**src/rtl/debounce_pkg.sv**
```systemverilog
// Shared types and defaults for the push-button debouncer.
// The state encoding lets db and busy fall straight out of the state bits.
package debounce_pkg;

   localparam int DB_STABLE_CYCLES_DEFAULT = 1_000_000;
   localparam int DB_SYNC_STAGES_DEFAULT   = 2;

   typedef enum logic [1:0] {
      ZERO  = 2'b00,
      WAIT1 = 2'b01,
      ONE   = 2'b11,
      WAIT0 = 2'b10
   } db_state_t;

   function automatic logic state_db(input db_state_t st);
      logic r;
      r = 1'b0;
      unique case (st)
         ONE, WAIT0:  r = 1'b1;
         ZERO, WAIT1: r = 1'b0;
      endcase
      return r;
   endfunction

   function automatic logic state_busy(input db_state_t st);
      logic r;
      r = 1'b0;
      unique case (st)
         WAIT1, WAIT0: r = 1'b1;
         ZERO, ONE:    r = 1'b0;
      endcase
      return r;
   endfunction

endpackage

```
**src/rtl/debounce_if.sv**
```systemverilog
// Raw button in, debounced level and qualification flag out.
// master drives the button; slave is the debouncer.
interface debounce_if;

   logic btn_in;
   logic db;
   logic busy;

   modport master (
      output btn_in,
      input  db,
      input  busy
   );

   modport slave (
      input  btn_in,
      output db,
      output busy
   );

endinterface

```
**src/rtl/debounce_sync_ff.sv**
```systemverilog
// N-stage metastability synchronizer, async active-low reset to 0.
// Reused for the UART rx line.
module sync_ff #(
   parameter int N = 2
) (
   input  logic clk,
   input  logic rst_n,
   input  logic d,
   output logic q
);

   logic [N-1:0] r;

   always_ff @(posedge clk or negedge rst_n) begin
      if (!rst_n) begin
         r <= '0;
      end else begin
         r <= {r[N-2:0], d};
      end
   end

   assign q = r[N-1];

endmodule

```
**src/rtl/debounce.sv**
```systemverilog
// Debouncer: synchronizer, 4-state qualify FSM and stability down-counter.
// db/busy decode from the state register only, so they never glitch.
module debounce
   import debounce_pkg::*;
#(
   parameter int STABLE_CYCLES = DB_STABLE_CYCLES_DEFAULT,
   parameter int SYNC_STAGES   = DB_SYNC_STAGES_DEFAULT
) (
   input  logic       clk,
   input  logic       rst_n,
   debounce_if.slave  bus
);

   localparam int CW = $clog2(STABLE_CYCLES);
   localparam logic [CW-1:0] LOAD = CW'(STABLE_CYCLES - 1);

   logic          s;
   db_state_t     state;
   db_state_t     state_nx;
   logic [CW-1:0] cnt;
   logic [CW-1:0] cnt_nx;
   logic          cnt_zero;

   sync_ff #(
      .N(SYNC_STAGES)
   ) u_sync (
      .clk  (clk),
      .rst_n(rst_n),
      .d    (bus.btn_in),
      .q    (s)
   );

   assign cnt_zero = (cnt == '0);

   always_ff @(posedge clk or negedge rst_n) begin
      if (!rst_n) begin
         state <= ZERO;
         cnt   <= '0;
      end else begin
         state <= state_nx;
         cnt   <= cnt_nx;
      end
   end

   // A bounce during WAIT drops back to the old level; the count restarts fresh.
   always_comb begin
      state_nx = state;
      cnt_nx   = cnt;
      unique case (state)
         ZERO: begin
            if (s) begin
               state_nx = WAIT1;
               cnt_nx   = LOAD;
            end
         end
         WAIT1: begin
            if (!s) begin
               state_nx = ZERO;
               cnt_nx   = '0;
            end else if (cnt_zero) begin
               state_nx = ONE;
            end else begin
               cnt_nx = cnt - 1'b1;
            end
         end
         ONE: begin
            if (!s) begin
               state_nx = WAIT0;
               cnt_nx   = LOAD;
            end
         end
         WAIT0: begin
            if (s) begin
               state_nx = ONE;
               cnt_nx   = '0;
            end else if (cnt_zero) begin
               state_nx = ZERO;
            end else begin
               cnt_nx = cnt - 1'b1;
            end
         end
      endcase
   end

   assign bus.db   = state_db(state);
   assign bus.busy = state_busy(state);

endmodule

```
**src/flat_wrapper.sv**
```systemverilog
// flat-port wrapper written by rule: the top's interface ports become plain ports
module debounce_flat import debounce_pkg::*;
#(
   parameter int STABLE_CYCLES = DB_STABLE_CYCLES_DEFAULT,
   parameter int SYNC_STAGES   = DB_SYNC_STAGES_DEFAULT
)
  (clk, rst_n, bus_btn_in, bus_db, bus_busy);
  debounce_if bus_i ();
  input  logic clk;
  input  logic rst_n;
  input wire logic [$bits(bus_i.btn_in)-1:0] bus_btn_in;
  output wire logic [$bits(bus_i.db)-1:0] bus_db;
  output wire logic [$bits(bus_i.busy)-1:0] bus_busy;
  assign bus_i.btn_in = bus_btn_in;
  assign bus_db = bus_i.db;
  assign bus_busy = bus_i.busy;
  debounce #(.STABLE_CYCLES(STABLE_CYCLES), .SYNC_STAGES(SYNC_STAGES)) u_core (.clk(clk), .rst_n(rst_n), .bus(bus_i));
endmodule
```
**config.mk**
```make
export PLATFORM = sky130hd
export DESIGN_NAME = debounce_flat
export DESIGN_NICKNAME = d
export VERILOG_FILES = /design/src/rtl/debounce_pkg.sv /design/src/rtl/debounce_if.sv /design/src/rtl/debounce_sync_ff.sv /design/src/rtl/debounce.sv /design/src/flat_wrapper.sv
export SDC_FILE = /design/constraint.sdc
export NUM_CORES = 1
export LEC_CHECK = 0
export CAP_MARGIN = 15
export CORE_AREA = 2 2 63 65
export CTS_CLUSTER_SIZE = 8
export DETAILED_ROUTE_END_ITERATION = 10
export DIE_AREA = 0 0 65 67
export DONT_BUFFER_PORTS = 1
export SLEW_MARGIN = 20
export SYNTH_ARGS = -nofsm -noshare
export SYNTH_HDL_FRONTEND = slang
export SYNTH_HIERARCHICAL = 1
export SYNTH_SLANG_ARGS = --single-unit
```
**constraint.sdc**
```tcl
create_clock -name clk -period 2.13 [get_ports clk]
set_input_delay 0.5325 -clock clk [delete_from_list [all_inputs] [get_ports clk]]
set_output_delay 0.5325 -clock clk [all_outputs]
set_load 0.005 [all_outputs]
```
==> out/qor.yml <==
floorplan:
  row_count: 22
  die_w_um: 65
  initial_core_util: 0.4275
  die_h_um: 67
  die_area_mm2: 0.004355
  core_area_mm2: 0.003606
  pin_count: 5
global_route:
  grt_pass1_vias: 1428
  antenna_found_initial: 0
  grt_max_degree: 25
  gr-total-overflow: 0
  grt_use_total: 0.1981
  grt_pass1_wl_mm: 6.575
power_and_ir_drop:
  finalPower_w: 0.002559
  clock_power_share: 0.125
  comb_power_share: 0.571
  netSwitchingFraction: 0.4407
  p_switching_w: 0.001128
  ir_drop_v: 0.0004239
  cellLeakagePower_nw: 0.7722
  power.internal_w: 0.001431
  p_per_area_mw_per_mm2: 1380
  power_frac_seq: 0.304
yosys:
  synth_top_family_by_area: "simple AND/OR/NAND/NOR gates"
  synth-seq-cells: 24
  synth_xor_area_frac: 0.02841
  syn_area_per_cell_um2: 9.695
  synth_compound_area_frac: 0.2159
  yosys.area_share.adder: 0.04870
  async_reset_ff_frac: 1.000
  yosysSeqAreaShare: 0.3896
  muxShareOfSynthArea: 0.02760
  ys_types: 47
  synthCells: 159
  mappedNetlistNets: 168
  yosys_warnings: 6
  syn_area_mm2: 0.001541
  yosys_most_used_dff: "dfrtp_1"
  synth-simple-area-share: 0.2532
  synth-edff-count: 0
worst_setup_path:
  path_max_fanout: 3
  worstPathArrival_ps: 2200
  cpLargestDelayFamily: "simple AND/OR/NAND/NOR gates"
  cp_num_buf_inv: 0
  worstPathCellList: "or4_4 -> nor2_4 -> nand4_2 -> or4_1 -> a311o_1"
  start_kind: "flop"
  crit_cells: 5
  reg2regPathDepth: 5
  cp_slowest_cell: "or4_4"
  slowest_delay_ps: 550
  crit_required_ps: 2290
  criticalPathCategory: "reg -> reg"
  endpoint_kind: "flop"
timing:
  setup_viol: 0
  fin_crit_ps: 2043
  finClkSkew_ps: 3.139
  fmax_mhz: 489.4
  final-max-slew-violation-count: 0
  rsz0062_at_grt: "true"
  relSlewSlack: 0.7100
  layout_setup_ws_ps: 86.80
  hold_violations: 0
  tightest_slew_ps: 432.6
  hold_slack_ps: 61.10
  fin_crit_sh: 0.9593
detailed_routing:
  vias: 1380
  wl_met1_mm: 1.752
  top_layer: "met4"
  wl_per_cell_um: 16.11
  final_antenna_net_count: 0
  viasPerCell: 5.948
  drt_iter0_markers: 112
  first_pass_iters: 4
  wl_met3_um: 162
  wl_met2_mm: 1.756
  wl_mm: 3.738
  drc_errors: 0
finish:
  nets: 194
  final_cell_mix: "27 x buf_4, 23 x dfrtp_1, 14 x o21ai_0"
  instances_no_fill: 232
  layout_commonest_cell: "buf_4"
  drive_above_1_share: 0.2717
  diodes: 0
  area_growth_pct: 20.29
  finalInstanceArea_mm2: 0.001854
clocking:
  clock_sinks: 24
  cts_tree: "yes"
  cts.clk_slew.worst_paths_ps: 90
  worstSkewPairLatency_ps: 270
  htreeDepth: 1
  cts_buffers: 3
  max-clock-path-buffers: 2
  cts.root.buffer_cell: "clkbuf_8"
placement:
  dpl_cell_area_mm2: 0.001737
  dp.final_hpwl_mm: 2.732
  gp_congestion: 0.8695
  port_buffers: 0
  numPlacedInstances: 223
  post-place-ws_ps: 30.38
min_path:
  hold_path_class: "in -> async"
job:
  cap_violations: 0
outcome:
  status: "completed"
timing repair:
action / in CTS / in global routing
setup buffers: 0 / 4
hold endpoints to repair: 24 / 0
resized for setup: 0 / 6
hold buffers: 1 / 0
endpoints found under the setup margin: 0 / 13
sequential cells by signal, indices dropped and copies added, names as in the netlist:
signal	count
u_core/cnt	20
u_core/state	2
u_core/u_sync/r	2
worst register-to-register path, stage by stage, from the launching register on:
cell and delay, ps:
dfrtp_1 390, or4_4 560, nor2_4 120, nand4_2 110, or4_1 410, a311o_1 360
layout make-up:
type                       instances  area [um2]
sequential                        24       601.8
timing repair buffer              28       222.7
inverter                           5       18.77
tap                               48       60.06
clock buffer                       4       55.05
fill                             333        1752
multi-input combinational        123       895.9
synth_stat cells, types with 3 or more instances:
cell type,number,area [um2]
nor3_1,5,25.02
a211o_1,3,26.28
buf_2,3,15.01
inv_1,5,18.77
a21oi_1,6,30.03
nand3_1,6,30.03
or4_1,4,30.03
nand4_1,3,18.77
nor2_1,12,45.04
nand2_1,11,41.29
o21ai_0,14,70.07
xnor2_1,3,26.28
dfrtp_1,24,600.6
o311ai_0,8,70.07
ha_1,6,75.07
clkbuf_1,3,11.26
nor4_1,5,31.28
per-stage QoR:
stage,TNS (ps),util
after global routing,-15.72,0.5142
final,0,0.5142
after floorplan,0,-
after global placement,0,0.4816
after detailed placement,0,0.4816
after CTS,0,0.5024
per-layer routing:
metal | vias to the layer above | track usage
met2 | 41 | 0.3209
met4 | 0 | 0.09309
met5 | - | 0
met3 | 6 | 0.04392
met1 | 668 | 0.2500
li1 | 665 | -
final timing paths:
path                                    start  slack [ps]                 end
min in group clk                   bus_btn_in         280  u_core/u_sync/r[0]
hold reg to reg            u_core/u_sync/r[0]         360  u_core/u_sync/r[1]
max in group asynchronous               rst_n        1920       u_core/cnt[0]
setup reg to reg               u_core/cnt[11]          90      u_core/cnt[19]
hold / removal                          rst_n          60       u_core/cnt[2]
setup / recovery               u_core/cnt[11]          90      u_core/cnt[19]
power groups by stage:
stage	clock, W	combinational [W]	sequential (W)
3_3_place_gp	0	0.00137	0.000779
2_1_floorplan	0	0.000945	0.000763
4_1_cts	0.000324	0.00141	0.000775
5_1_grt	0.000350	0.00165	0.000803
6_report	0.000320	0.00146	0.000777
3_5_place_dp	0	0.00139	0.000785
logic make-up after synthesis:
logic type      after synthesis
xor+xnor                      5
simple gates                 63
mux                           4
buf+inv                      12
flops                        24
fa+ha+maj                     6
compound gates               45
Power figures use the tool's default switching activity.
